**src/rtl/mul_div_pkg.sv**
```systemverilog
// Shared encodings for the iterative multiply/divide unit.
package mul_div_pkg;

   typedef enum logic [1:0] {
      MD_MULTU = 2'd0,
      MD_DIVU  = 2'd1,
      MD_MULT  = 2'd2,
      MD_DIV   = 2'd3
   } md_op_e;

   typedef enum logic {
      IDLE = 1'b0,
      RUN  = 1'b1
   } md_state_e;

   function automatic int cnt_width(input int width);
      return $clog2(width) + 1;
   endfunction

endpackage

```
**src/rtl/mul_div_sign_fix.sv**
```systemverilog
// Magnitude extraction of signed operands and sign correction of the raw
// unsigned result (2*WIDTH negate for products, separate quotient/remainder).
module mul_div_sign_fix
   import mul_div_pkg::*;
#(
   parameter int WIDTH = 32
) (
   input  logic             op_signed,
   input  logic [WIDTH-1:0] a,
   input  logic [WIDTH-1:0] b,
   output logic [WIDTH-1:0] mag_a,
   output logic [WIDTH-1:0] mag_b,
   output logic             neg_a,
   output logic             neg_b,
   input  logic             is_div,
   input  logic             neg_quo,
   input  logic             neg_rem,
   input  logic [WIDTH-1:0] raw_hi,
   input  logic [WIDTH-1:0] raw_lo,
   output logic [WIDTH-1:0] fix_hi,
   output logic [WIDTH-1:0] fix_lo
);

   logic [2*WIDTH-1:0] prod;

   always_comb begin
      neg_a = op_signed & a[WIDTH-1];
      neg_b = op_signed & b[WIDTH-1];
      mag_a = neg_a ? -a : a;
      mag_b = neg_b ? -b : b;
   end

   // neg_quo doubles as the product sign for multiplies
   always_comb begin
      prod   = {raw_hi, raw_lo};
      fix_hi = raw_hi;
      fix_lo = raw_lo;
      if (is_div) begin
         if (neg_quo) fix_lo = -raw_lo;
         if (neg_rem) fix_hi = -raw_hi;
      end else if (neg_quo) begin
         prod   = -prod;
         fix_hi = prod[2*WIDTH-1:WIDTH];
         fix_lo = prod[WIDTH-1:0];
      end
   end

endmodule

```
**src/rtl/mul_div_unit.sv**
```systemverilog
// Iterative multiply/divide unit with HI/LO registers, WIDTH edges per op.
// Signed MULT/DIV are built only when MUL_DIV_SIGNED_EN is defined.
module mul_div_unit
   import mul_div_pkg::*;
#(
   parameter int WIDTH = 32
) (
   input  logic             clk,
   input  logic             rst,
   input  logic             Start,
   input  logic [1:0]       Op,
   input  logic [WIDTH-1:0] Operand1,
   input  logic [WIDTH-1:0] Operand2,
   input  logic             WriteHI,
   input  logic             WriteLO,
   input  logic [WIDTH-1:0] WriteData,
   output logic             Busy,
   output logic             Done,
   output logic             DivByZero,
   output logic [WIDTH-1:0] HI,
   output logic [WIDTH-1:0] LO
);

   localparam int CW = cnt_width(WIDTH);

   md_state_e          state, state_nxt;
   logic [CW-1:0]      cnt;
   logic [2*WIDTH-1:0] acc, acc_nxt;
   logic [WIDTH-1:0]   opnd_b;
   logic               is_div;
   logic               start_ok, last_iter, dbz;
   logic               op_div;
   logic [WIDTH-1:0]   mag_a, mag_b, res_hi, res_lo;
   logic [WIDTH:0]     add_sum, rem_try;
   logic [WIDTH-1:0]   rem_sub;

   assign op_div = (Op == MD_DIVU) || (Op == MD_DIV);

`ifdef MUL_DIV_SIGNED_EN
   logic op_signed, neg_a, neg_b, neg_quo, neg_rem;

   assign op_signed = (Op == MD_MULT) || (Op == MD_DIV);

   mul_div_sign_fix #(.WIDTH(WIDTH)) u_sign_fix (
      .op_signed (op_signed),
      .a         (Operand1),
      .b         (Operand2),
      .mag_a     (mag_a),
      .mag_b     (mag_b),
      .neg_a     (neg_a),
      .neg_b     (neg_b),
      .is_div    (is_div),
      .neg_quo   (neg_quo),
      .neg_rem   (neg_rem),
      .raw_hi    (acc_nxt[2*WIDTH-1:WIDTH]),
      .raw_lo    (acc_nxt[WIDTH-1:0]),
      .fix_hi    (res_hi),
      .fix_lo    (res_lo)
   );

   always_ff @(posedge clk or posedge rst) begin
      if (rst) begin
         neg_quo <= 1'b0;
         neg_rem <= 1'b0;
      end else if (start_ok) begin
         neg_quo <= neg_a ^ neg_b;
         neg_rem <= neg_a;
      end
   end
`else
   logic unused_op_hi;

   assign unused_op_hi = Op[1];
   assign mag_a        = Operand1;
   assign mag_b        = Operand2;
   assign res_hi       = acc_nxt[2*WIDTH-1:WIDTH];
   assign res_lo       = acc_nxt[WIDTH-1:0];
`endif

   always_ff @(posedge clk or posedge rst) begin
      if (rst) state <= IDLE;
      else     state <= state_nxt;
   end

   always_comb begin
      state_nxt = state;
      case (state)
         IDLE:    if (Start) state_nxt = RUN;
         RUN:     if (last_iter) state_nxt = IDLE;
         default: state_nxt = IDLE;
      endcase
   end

   always_comb begin
      Busy      = (state == RUN);
      start_ok  = (state == IDLE) && Start;
      last_iter = (state == RUN) && (cnt == CW'(WIDTH - 1));
   end

   // acc = {partial product, multiplier} or {remainder, dividend/quotient}.
   // With a zero divisor the restoring loop leaves the dividend as remainder.
   always_comb begin
      add_sum = {1'b0, acc[2*WIDTH-1:WIDTH]} + (acc[0] ? {1'b0, opnd_b} : '0);
      rem_try = {acc[2*WIDTH-1:WIDTH], acc[WIDTH-1]};
      rem_sub = rem_try[WIDTH-1:0] - opnd_b;
      if (is_div) begin
         if (rem_try >= {1'b0, opnd_b}) acc_nxt = {rem_sub, acc[WIDTH-2:0], 1'b1};
         else                           acc_nxt = {rem_try[WIDTH-1:0], acc[WIDTH-2:0], 1'b0};
      end else begin
         acc_nxt = {add_sum, acc[WIDTH-1:1]};
      end
      dbz = is_div && (opnd_b == '0);
   end

   always_ff @(posedge clk or posedge rst) begin
      if (rst) begin
         cnt       <= '0;
         acc       <= '0;
         opnd_b    <= '0;
         is_div    <= 1'b0;
         Done      <= 1'b0;
         DivByZero <= 1'b0;
         HI        <= '0;
         LO        <= '0;
      end else begin
         Done <= 1'b0;
         if (start_ok) begin
            cnt       <= '0;
            acc       <= op_div ? {{WIDTH{1'b0}}, mag_a} : {{WIDTH{1'b0}}, mag_b};
            opnd_b    <= op_div ? mag_b : mag_a;
            is_div    <= op_div;
            DivByZero <= 1'b0;
         end else if (Busy) begin
            cnt <= cnt + CW'(1);
            acc <= acc_nxt;
            if (last_iter) begin
               HI        <= res_hi;
               LO        <= dbz ? '1 : res_lo;
               Done      <= 1'b1;
               DivByZero <= dbz;
            end
         end
         if (!Busy) begin
            if (WriteHI) HI <= WriteData;
            if (WriteLO) LO <= WriteData;
         end
      end
   end

endmodule
```
**config.mk**
```make
export PLATFORM = sky130hd
export DESIGN_NAME = mul_div_unit
export DESIGN_NICKNAME = d
export VERILOG_FILES = /design/src/rtl/mul_div_pkg.sv /design/src/rtl/mul_div_sign_fix.sv /design/src/rtl/mul_div_unit.sv
export SDC_FILE = /design/constraint.sdc
export NUM_CORES = 1
export LEC_CHECK = 0
export ABC_CLOCK_PERIOD_IN_PS = 11750
export CORE_MARGIN = 2
export CORE_UTILIZATION = 40
export CTS_BUF_LIST = sky130_fd_sc_hd__clkbuf_16
export DETAILED_ROUTE_END_ITERATION = 8
export GPL_TIMING_DRIVEN = 0
export PLACE_DENSITY_LB_ADDON = 0.3
export SLEW_MARGIN = 20
export SYNTH_ARGS = -nofsm -noshare
export SYNTH_HDL_FRONTEND = slang
export SYNTH_SLANG_ARGS = --single-unit
```
**constraint.sdc**
```tcl
create_clock -name clk -period 11.75 [get_ports clk]
set_clock_uncertainty 0.05 [all_clocks]
set_input_delay 2.35 -clock clk [delete_from_list [all_inputs] [get_ports clk]]
set_output_delay 2.35 -clock clk [all_outputs]
set_load 0.02 [all_outputs]
```
==> results.txt <==
later-pin clock latency in the skew report = 0.45 ns
vertical extent of the die = 185 µm
total of flip-flops plus latches after synthesis = 170
most repeated library cell on the critical path = sky130_fd_sc_hd__a21oi_1
area added between synthesis and finish = 21.9%
fraction of layout cells with a size suffix above 1 = 0.0626
critical path, cell by cell = clkbuf_1 > and2_1 > ha_1 > inv_1 > fa_1 > nand2b_1 > a21oi_1 > o31ai_1 > a21oi_1 > a221o_1 > a31oi_1 > xnor2_1 > mux2i_1 > o22ai_1
DR vias/cell = 6.03
power density over cell area = 347 mW/mm²
drt total wl = 50700 µm
vias post-DR = 13437
worst hold slack across all endpoints = 0.465 ns
Max Clk Rate = 0.205 GHz
number of synthesis warnings = 0
Async SR Flop Fraction = 1.00
count of clock tree sinks = 170
DRC violation count after routing = 0
clock input transition at the sequential cells of the worst setup and hold paths = 0.07 ns
number of buffers and inverters on the critical path = 2
number of input and output port buffers inserted = 166
Detail Placement HPWL = 39900 µm
max_cap viols = 0
category of the worst setup path capture point = flip-flop
Iteration-0 DRC Markers = 1410
number of global-route vias before repair = 12846
crit share post-route = 0.415
Req. time, crit path = 11.99 ns
sequential share of the synthesized area = 0.326
worst slew margin relative to its limit = 0.337
path type of the worst setup path = reg2reg
clock tree from TritonCTS = done
Final Hold Viols = 0
Die Area = 0.0341 mm²
leading area contributor after synthesis = sky130_fd_sc_hd__dfrtp_1
crit path max fanout = 10
Worst Setup Start Kind = flip-flop
Synth cell types = 83
area of the mapped netlist = 0.0130 mm²
total leakage power = 0.00693 µW
Root Buffer Master = sky130_fd_sc_hd__clkbuf_16
pin count of the biggest net entering global routing = 100
NumNets Final = 1945
total global-route track usage = 0.297
data arrival time of the critical path = 5.12 ns
clock period minus final worst setup slack = 4.88 ns
Resize count post-CTS = 0
number of ports placed on the die boundary = 170
post-detailed-route count of antenna-violating nets = 0
number of cells produced by synthesis = 1589
result of the run = finished clean
Setup violations, final = 0
pins over their slew limit = 0
main area contributors after synthesis = sky130_fd_sc_hd__dfrtp_1 33%, sky130_fd_sc_hd__ha_1 6.2%, sky130_fd_sc_hd__nand2_1 6.2%
Post-synth EDFFs = 0
leading cell type in the layout, fill and taps excluded = sky130_fd_sc_hd__nand2_1
Final GP Congestion = 1.01
Top FF cell, synth = sky130_fd_sc_hd__dfrtp_1
Max stage delay on crit path = 0.65 ns
Avg Cell Area, Syn = 8.21 µm²
die width = 185 µm
measured slew at the worst slew-check pin = 0.982 ns
setup repair after global routing missed its margin = false
CP top delay family = compound AO/OA/AOI/OAI gates
Core Box Area = 0.0323 mm²
global-route congestion overflow total = 0
syn_nets = 1759
# fillers = 3139
worst ir drop on vdd = 0.144 mV
Overall Power = 5520 µW
Longest Clk Path Bufs = 2
worst min-delay path category = reg2reg
antenna violations before repair = 0
number of H-tree levels = 4
post-route setup TNS = 0 ns
area share of the leading cell type in the synthesized netlist = 0.326
TritonCTS buffer count = 17
total iterations of the first detailed-routing run = 6
wire length of the first global-routing pass = 76100 µm
starting density of the core = 0.404
Antenna Cells = 0
average routed wire per standard cell = 22.7 µm
Post-CTS Setup Inserts = 0
Core Rows = 66
most frequent cells in the layout = 215 x sky130_fd_sc_hd__nand2_1, 170 x sky130_fd_sc_hd__dfrtp_1, 166 x sky130_fd_sc_hd__clkdlybuf4s50_1
slowest cell on the critical path = sky130_fd_sc_hd__a21oi_1
quantity of hold-fixing buffers added after cts = 0
## sequential cells by signal, summed over array words and instances (netlist names)
signal and count:
Busy 1, DivByZero 1, Done 1, HI 32, LO 32, acc 64, cnt 6, is_div 1
opnd_b 32
## worst register-to-register path, cell delays in order (launching register included)
cell and delay (ns):
sky130_fd_sc_hd__dfrtp_1 0.59, sky130_fd_sc_hd__clkbuf_1 0.50, sky130_fd_sc_hd__and2_1 0.22, sky130_fd_sc_hd__ha_1 0.19
sky130_fd_sc_hd__inv_1 0.06, sky130_fd_sc_hd__fa_1 0.37, sky130_fd_sc_hd__nand2b_1 0.21, sky130_fd_sc_hd__a21oi_1 0.35
sky130_fd_sc_hd__o31ai_1 0.23, sky130_fd_sc_hd__a21oi_1 0.65, sky130_fd_sc_hd__a221o_1 0.36, sky130_fd_sc_hd__a31oi_1 0.12
sky130_fd_sc_hd__xnor2_1 0.14, sky130_fd_sc_hd__mux2i_1 0.53, sky130_fd_sc_hd__o22ai_1 0.16
## cell type report
type / count / area, µm² / share of cell area
multi-input combinational: 1256 / 8150 / 0.513
sequential: 170 / 4250 / 0.268
timing repair buffer: 167 / 1690 / 0.106
tap: 442 / 553 / 0.0348
clock buffer: 17 / 425 / 0.0268
buffer: 103 / 418 / 0.0263
inverter: 60 / 233 / 0.0146
clock inverter: 15 / 174 / 0.0109
## through the flow
stage | cell area [µm²] | setup slack, ns | util | instances
6_report | 15900 | 6.87 | 0.492 | 2230
5_1_grt | 15900 | 6.66 | 0.492 | 2230
4_1_cts | 15900 | 7.04 | 0.492 | 2230
3_5_place_dp | 15300 | 7.07 | 0.474 | 2198
3_3_place_gp | 15300 | 2.24 | 0.473 | 2197
2_1_floorplan | 13000 | 4.75 | - | 1589
## cell usage after synthesis, types with 7 or more instances
library cell	instances
sky130_fd_sc_hd__a21o_1	52
sky130_fd_sc_hd__a31oi_1	25
sky130_fd_sc_hd__xnor2_1	34
sky130_fd_sc_hd__o21ai_0	123
sky130_fd_sc_hd__nand4_1	10
sky130_fd_sc_hd__inv_1	58
sky130_fd_sc_hd__o22ai_1	13
sky130_fd_sc_hd__dfrtp_1	170
sky130_fd_sc_hd__xor2_1	17
sky130_fd_sc_hd__buf_2	7
sky130_fd_sc_hd__nor2_1	113
sky130_fd_sc_hd__o211ai_1	7
sky130_fd_sc_hd__nor4_1	9
sky130_fd_sc_hd__o21ai_1	7
sky130_fd_sc_hd__ha_1	65
sky130_fd_sc_hd__o31ai_1	40
sky130_fd_sc_hd__nor2b_1	9
sky130_fd_sc_hd__nor3_1	46
sky130_fd_sc_hd__mux2i_1	77
sky130_fd_sc_hd__o21bai_1	9
sky130_fd_sc_hd__mux2_2	37
sky130_fd_sc_hd__buf_1	14
sky130_fd_sc_hd__clkbuf_1	79
sky130_fd_sc_hd__and2_1	37
sky130_fd_sc_hd__nand2_1	215
sky130_fd_sc_hd__a21oi_1	115
sky130_fd_sc_hd__o21a_1	13
sky130_fd_sc_hd__nand3_1	27
sky130_fd_sc_hd__and3_1	39
sky130_fd_sc_hd__a211oi_1	15
## logic make-up (layout without fill, tap and decap cells)
group / after synthesis / in the layout / share of synthesized area
buffers and inverters: 163 / 362 / 0.0493
DFF: 170 / 170 / 0.326
adders and majority gates: 67 / 67 / 0.0654
muxes: 114 / 114 / 0.0910
xor gates and xnor gates: 51 / 51 / 0.0342
and+or+nand+nor: 542 / 542 / 0.194
AOI/OAI and AO/OA: 482 / 482 / 0.240
## worst paths after layout
path / startpoint / end / slack (ns) / depth (start not counted)
worst max-delay path: acc[0]$_DFFE_PP0P_ / acc[57]$_DFFE_PP0P_ / 6.87 / 14
worst min-delay path: opnd_b[26]$_DFFE_PP0P_ / opnd_b[26]$_DFFE_PP0P_ / 0.47 / 2
worst max register to register: acc[0]$_DFFE_PP0P_ / acc[57]$_DFFE_PP0P_ / 6.87 / 14
worst min register to register: opnd_b[26]$_DFFE_PP0P_ / opnd_b[26]$_DFFE_PP0P_ / 0.47 / 2
max in group asynchronous: rst / opnd_b[3]$_DFFE_PP0P_ / 8.46 / 3
min in group asynchronous: rst / LO[20]$_DFF_PP0_ / 2.32 / 2
## where the power goes
group	leakage, µW	internal [µW]	switching, µW
Clock	0.000283	335	262
Combinational	0.00460	1510	2210
Sequential	0.00205	882	322
## layer usage
layer / global-route usage / vias up / share of wire
li1: - / 6071 / -
met1: 0.400 / 6500 / 0.42
met2: 0.470 / 736 / 0.45
met3: 0.0545 / 130 / 0.089
met4: 0.120 / 0 / 0.042
met5: 0 / - / 0
No activity file was read; power rests on OpenSTA's default activity.
